File: config.mk
export PLATFORM = sky130hd
export DESIGN_NAME = rv_hazard_ctrl
export DESIGN_NICKNAME = d
export VERILOG_FILES = /design/src/rtl/rv_hazard_pkg.sv /design/src/rtl/rv_hazard_match.sv /design/src/rtl/rv_hazard_ctrl.sv
export SDC_FILE = /design/constraint.sdc
export NUM_CORES = 1
export LEC_CHECK = 0
export BUFFER_PORTS_ARGS = -buffer_cell sky130_fd_sc_hd__buf_2
export CORE_MARGIN = 2
export CORE_UTILIZATION = 47
export CTS_CLUSTER_SIZE = 14
export DETAILED_ROUTE_END_ITERATION = 16
export MAX_ROUTING_LAYER = met4
export PLACE_DENSITY = 0.78
export SLEW_MARGIN = 25
export SYNTH_ARGS = -nofsm -noshare
export SYNTH_HDL_FRONTEND = slang
export SYNTH_SLANG_ARGS = --single-unit
File: constraint.sdc
create_clock -name clk -period 2.7 [get_ports clk]
set_input_delay 0.135 -clock clk [delete_from_list [all_inputs] [get_ports clk]]
set_output_delay 0.135 -clock clk [all_outputs]
set_load 0.005 [all_outputs]
File: src/rtl/rv_hazard_pkg.sv
// Shared types and helpers for the RV pipeline hazard/stall controller.
package rv_hazard_pkg;

  typedef enum logic {
    IDLE  = 1'b0,
    STALL = 1'b1
  } hz_state_t;

  localparam int REG_AW_DEF = 5;

  // Bubble down-counter width; never narrower than one bit.
  function automatic int stall_cnt_w(input int load_stall);
    int w;
    w = $clog2(load_stall + 1);
    return (w < 1) ? 1 : w;
  endfunction

endpackage

File: src/rtl/rv_hazard_match.sv
// Compares every used ID-stage source index against the EX-stage destination index.
module rv_hazard_match
  import rv_hazard_pkg::*;
#(
  parameter int REG_AW    = REG_AW_DEF,
  parameter int NUM_SRC   = 2,
  parameter int IGNORE_X0 = 1
) (
  input  logic [NUM_SRC*REG_AW-1:0] rs_i,
  input  logic [NUM_SRC-1:0]        used_i,
  input  logic [REG_AW-1:0]         rd_i,
  output logic                      match_o
);

  always_comb begin
    match_o = 1'b0;
    for (int i = 0; i < NUM_SRC; i++) begin
      if (used_i[i] && (rs_i[i*REG_AW +: REG_AW] == rd_i)) begin
        match_o = 1'b1;
      end
    end
    // x0 is hardwired to zero, so a write to it can never feed a dependent read.
    if ((IGNORE_X0 != 0) && (rd_i == '0)) begin
      match_o = 1'b0;
    end
  end

endmodule

File: src/rtl/rv_hazard_ctrl.sv
// Load-use stall, branch flush and memory-busy freeze controller for the in-order RV pipeline.
module rv_hazard_ctrl
  import rv_hazard_pkg::*;
#(
  parameter int REG_AW     = REG_AW_DEF,
  parameter int NUM_SRC    = 2,
  parameter int LOAD_STALL = 1,
  parameter int IGNORE_X0  = 1,
  parameter int CNT_W      = 16
) (
  input  logic                      clk,
  input  logic                      rst_n,
  input  logic [NUM_SRC*REG_AW-1:0] ifid_rs,
  input  logic [NUM_SRC-1:0]        ifid_rs_used,
  input  logic [REG_AW-1:0]         idex_rd,
  input  logic                      idex_mem_read,
  input  logic                      branch_taken,
  input  logic                      dmem_busy,
  output logic                      pc_write,
  output logic                      ifid_write,
  output logic                      ifid_flush,
  output logic                      idex_bubble,
  output logic                      pipe_freeze,
  output logic [CNT_W-1:0]          stall_count
);

  localparam int CW = stall_cnt_w(LOAD_STALL);

  if ((NUM_SRC < 1) || (NUM_SRC > 3) || (LOAD_STALL < 1) || (LOAD_STALL > 7) ||
      (REG_AW < 1) || (CNT_W < 1) || (IGNORE_X0 < 0) || (IGNORE_X0 > 1)) begin : g_bad_param
    $error("rv_hazard_ctrl: parameter out of range");
  end

  hz_state_t        state_q, state_d;
  logic [CW-1:0]    cnt_q, cnt_d;
  logic [CNT_W-1:0] stall_count_q, stall_count_d;
  logic             match, hazard;
  logic             pc_d, ifw_d, flush_d, bubble_d, freeze_d;

  rv_hazard_match #(
    .REG_AW   (REG_AW),
    .NUM_SRC  (NUM_SRC),
    .IGNORE_X0(IGNORE_X0)
  ) u_match (
    .rs_i   (ifid_rs),
    .used_i (ifid_rs_used),
    .rd_i   (idex_rd),
    .match_o(match)
  );

  assign hazard = idex_mem_read & match;

  always_comb begin
    pc_d     = 1'b1;
    ifw_d    = 1'b1;
    flush_d  = 1'b0;
    bubble_d = 1'b0;
    freeze_d = 1'b0;
    state_d  = state_q;
    cnt_d    = cnt_q;
    if (dmem_busy) begin
      freeze_d = 1'b1;
      pc_d     = 1'b0;
      ifw_d    = 1'b0;
    end else if (branch_taken) begin
      // ID holds a wrong-path instruction, so any stall in progress is moot.
      flush_d  = 1'b1;
      bubble_d = 1'b1;
      state_d  = IDLE;
      cnt_d    = '0;
    end else if (state_q == STALL) begin
      bubble_d = 1'b1;
      pc_d     = 1'b0;
      ifw_d    = 1'b0;
      cnt_d    = cnt_q - CW'(1);
      if (cnt_q == CW'(1)) begin
        state_d = IDLE;
      end
    end else if (hazard) begin
      bubble_d = 1'b1;
      pc_d     = 1'b0;
      ifw_d    = 1'b0;
      if (LOAD_STALL > 1) begin
        state_d = STALL;
        cnt_d   = CW'(LOAD_STALL - 1);
      end
    end
  end

  always_comb begin
    stall_count_d = stall_count_q;
    if ((bubble_d || freeze_d) && (stall_count_q != '1)) begin
      stall_count_d = stall_count_q + CNT_W'(1);
    end
  end

  always_ff @(posedge clk or negedge rst_n) begin
    if (!rst_n) begin
      state_q       <= IDLE;
      cnt_q         <= '0;
      stall_count_q <= '0;
    end else begin
      state_q       <= state_d;
      cnt_q         <= cnt_d;
      stall_count_q <= stall_count_d;
    end
  end

  assign pc_write    = rst_n & pc_d;
  assign ifid_write  = rst_n & ifw_d;
  assign ifid_flush  = rst_n & flush_d;
  assign idex_bubble = rst_n & bubble_d;
  assign pipe_freeze = rst_n & freeze_d;
  assign stall_count = stall_count_q;

endmodule

==> flow_summary.json <==
{
  "status": "completed",
  "yosysSeqAreaShare": 0.4296,
  "die_h_microns": 51.23,
  "required_ns": 2.88,
  "holdWs_ns": 0.1496,
  "antenna-diode-count": 0,
  "min_path_type": "in2reg",
  "antenna_found_initial": 0,
  "num_vias": 966,
  "die_w_microns": 51.23,
  "setup_viol_count_final": 0,
  "cp.buffers_inverters": 1,
  "grt_overflow_total": 0,
  "dp.cells": 176,
  "place.gp.congestion": 0.7511,
  "cp_slowest_cell": "dfrtp_1",
  "synth-seq-cells": 18,
  "path_class": "reg2reg",
  "area.growth.synth_to_final_pct": 26.13,
  "grt_usage": 0.1899,
  "end_kind": "flop",
  "cap_violations": 0,
  "syn_avg_cell_area_sq_um": 9.799,
  "io_buffers": 42,
  "ys_warn_count": 0,
  "grt_pass1_vias": 913,
  "cts_setup_buffers": 0,
  "routed_wl_microns": 2201,
  "drt_iter0_markers": 5,
  "hpwlAfterDp_microns": 1681,
  "skew_ns": 0.004617,
  "final_cell_count_no_fill": 180,
  "final.min_clock_period_ns": 1.957,
  "syn_nets": 130,
  "hold_violations": 0,
  "initial_core_util": 0.4833,
  "max_stage_delay_ns": 0.42,
  "layout_common_cells": "buf_2, dfrtp_1, xor2_1",
  "h-tree-depth": 1,
  "path_cells": "ha_1 > nand3_1 > or2_2 > nand2b_1 > nor2_1 > buf_4 > nor2_1 > mux2_2",
  "num_io_pins": 43,
  "row_count": 17,
  "worst_pin_slew_ns": 0.4227,
  "path_common_cell": "nor2_1",
  "p_leak_nw": 0.5997,
  "grt_pass1_wl_microns": 3684,
  "synthCells": 107,
  "fin_ws_ns": 0.7426,
  "core_sq_um": 2170,
  "grt_max_degree": 21,
  "clockBufferDepth": 2,
  "cts_root_buffer": "clkbuf_4",
  "power.density_nw_per_um2": 671.9,
  "cp.arrival_ns": 2.14,
  "clock_latency_ns": 0.29,
  "rsz0062_at_grt": "no",
  "cts.sink_count": 18,
  "crit_path_max_fanout": 14,
  "fin_setup_tns_ns": 0,
  "slew_viol_final": 0,
  "vias_per_cell": 5.367,
  "mostFrequentLayoutCell": "buf_2",
  "max_freq_mhz": 510.9,
  "ir_drop_v": 0.0004129,
  "tritoncts": "done",
  "cts_made_buffers": 3,
  "drc": 0,
  "ant_nets": 0,
  "critPathLaunchType": "flop",
  "dieArea_sq_um": 2625,
  "fin_crit_sh": 0.7250,
  "drt_pass1_iterations": 4,
  "wl_per_cell_microns": 12.23,
  "finalNetCount": 177,
  "max_slew_margin": 0.7156,
  "yosys.cell_types.count": 30,
  "dp_slack_ns": 0.6260,
  "drive_gt1_frac": 0.3355,
  "syn_area_sq_um": 1049,
  "critPathTopFamily": "simple AND/OR/NAND/NOR gates",
  "path_clk_slew_ns": 0.09
}
==> sequential cells by signal, summed over array words and instances, names as in the netlist <==
register and count:
state_q 1, cnt_q 1, stall_count 16
==> repair_timing <==
action	in CTS	in global routing
endpoints found under the hold margin	18	0
gates resized for setup	0	0
hold buffers	1	0
==> stage by stage <==
stage	power [mW]	util	cell area (sq um)
after detailed placement	0.7638	0.5946	1290
after global placement	0.7485	0.5946	1290
after CTS	0.8984	0.6096	1323
final	0.8887	0.6096	1323
after floorplan	0.6143	-	1049
after global routing	0.9615	0.6096	1323
==> kinds of logic after synthesis <==
| group | share of synthesized area |
|---|---|
| and+or+nand+nor | 0.2470 |
| DFF | 0.4296 |
| muxes | 0.02148 |
| xor gates and xnor gates | 0.2005 |
| AOI/OAI and AO/OA | 0.06086 |
| buffers and inverters | 0.02863 |
| adders and majority gates | 0.01193 |
==> synthesized netlist by cell type (all sizes together) <==
library cell | number | area [sq um]
dfrtp | 18 | 450.4
xor2 | 14 | 122.6
nand2 | 11 | 41.29
xnor2 | 10 | 87.58
nor2 | 7 | 26.28
nor4 | 7 | 43.79
nand3 | 6 | 30.03
nor3 | 4 | 20.02
inv | 3 | 11.26
nand4 | 3 | 18.77
and2 | 2 | 12.51
buf | 2 | 15.01
mux2 | 2 | 22.52
nor4b | 2 | 17.52
o21ai | 2 | 10.00
a2111oi | 1 | 27.53
a21boi | 1 | 7.510
a21oi | 1 | 5.000
and3 | 1 | 6.260
and4 | 1 | 8.760
clkbuf | 1 | 3.750
ha | 1 | 12.51
nand2b | 1 | 6.260
nor2b | 1 | 6.260
nor3b | 1 | 7.510
o21a | 1 | 7.510
o22ai | 1 | 6.260
or2 | 1 | 6.260
or4 | 1 | 7.510
==> power by group <==
part | total, mW | switching [mW] | internal [mW] | leakage, nW
logic | 0.307 | 0.141 | 0.166 | 0.377
registers | 0.452 | 0.0974 | 0.355 | 0.209
clock network | 0.129 | 0.0775 | 0.0520 | 0.0138
total | 0.889 | 0.316 | 0.572 | 0.600
==> cell type report <==
| class | count | area (sq um) |
|---|---|---|
| inverter | 3 | 11.26 |
| clock buffer | 3 | 22.52 |
| timing repair buffer | 45 | 235.2 |
| tap | 28 | 35.03 |
| multi-input combinational | 83 | 568.0 |
| sequential | 18 | 450.4 |
| fill | 189 | 847.1 |
==> worst paths after layout <==
path | startpoint | end | slack, ns | cells after the start
worst min-delay path | branch_taken | cnt_q | 0.15 | 2
worst max register to register | stall_count[0] | stall_count[1] | 0.74 | 8
worst min register to register | stall_count[11] | stall_count[11] | 0.49 | 1
min in group asynchronous | rst_n | stall_count[4] | 0.29 | 2
max in group asynchronous | rst_n | stall_count[15] | 2.11 | 2
worst max-delay path | stall_count[0] | stall_count[1] | 0.74 | 8
==> layer usage <==
| layer | share of wire | GRT usage | vias to the layer above |
|---|---|---|---|
| li1 | - | - | 462 |
| met5 | 0 | - | - |
| met4 | 0.028 | 0.1053 | 0 |
| met2 | 0.47 | 0.3333 | 47 |
| met1 | 0.41 | 0.2030 | 450 |
| met3 | 0.088 | 0.03216 | 7 |
No activity file was read; power rests on OpenSTA's default activity.
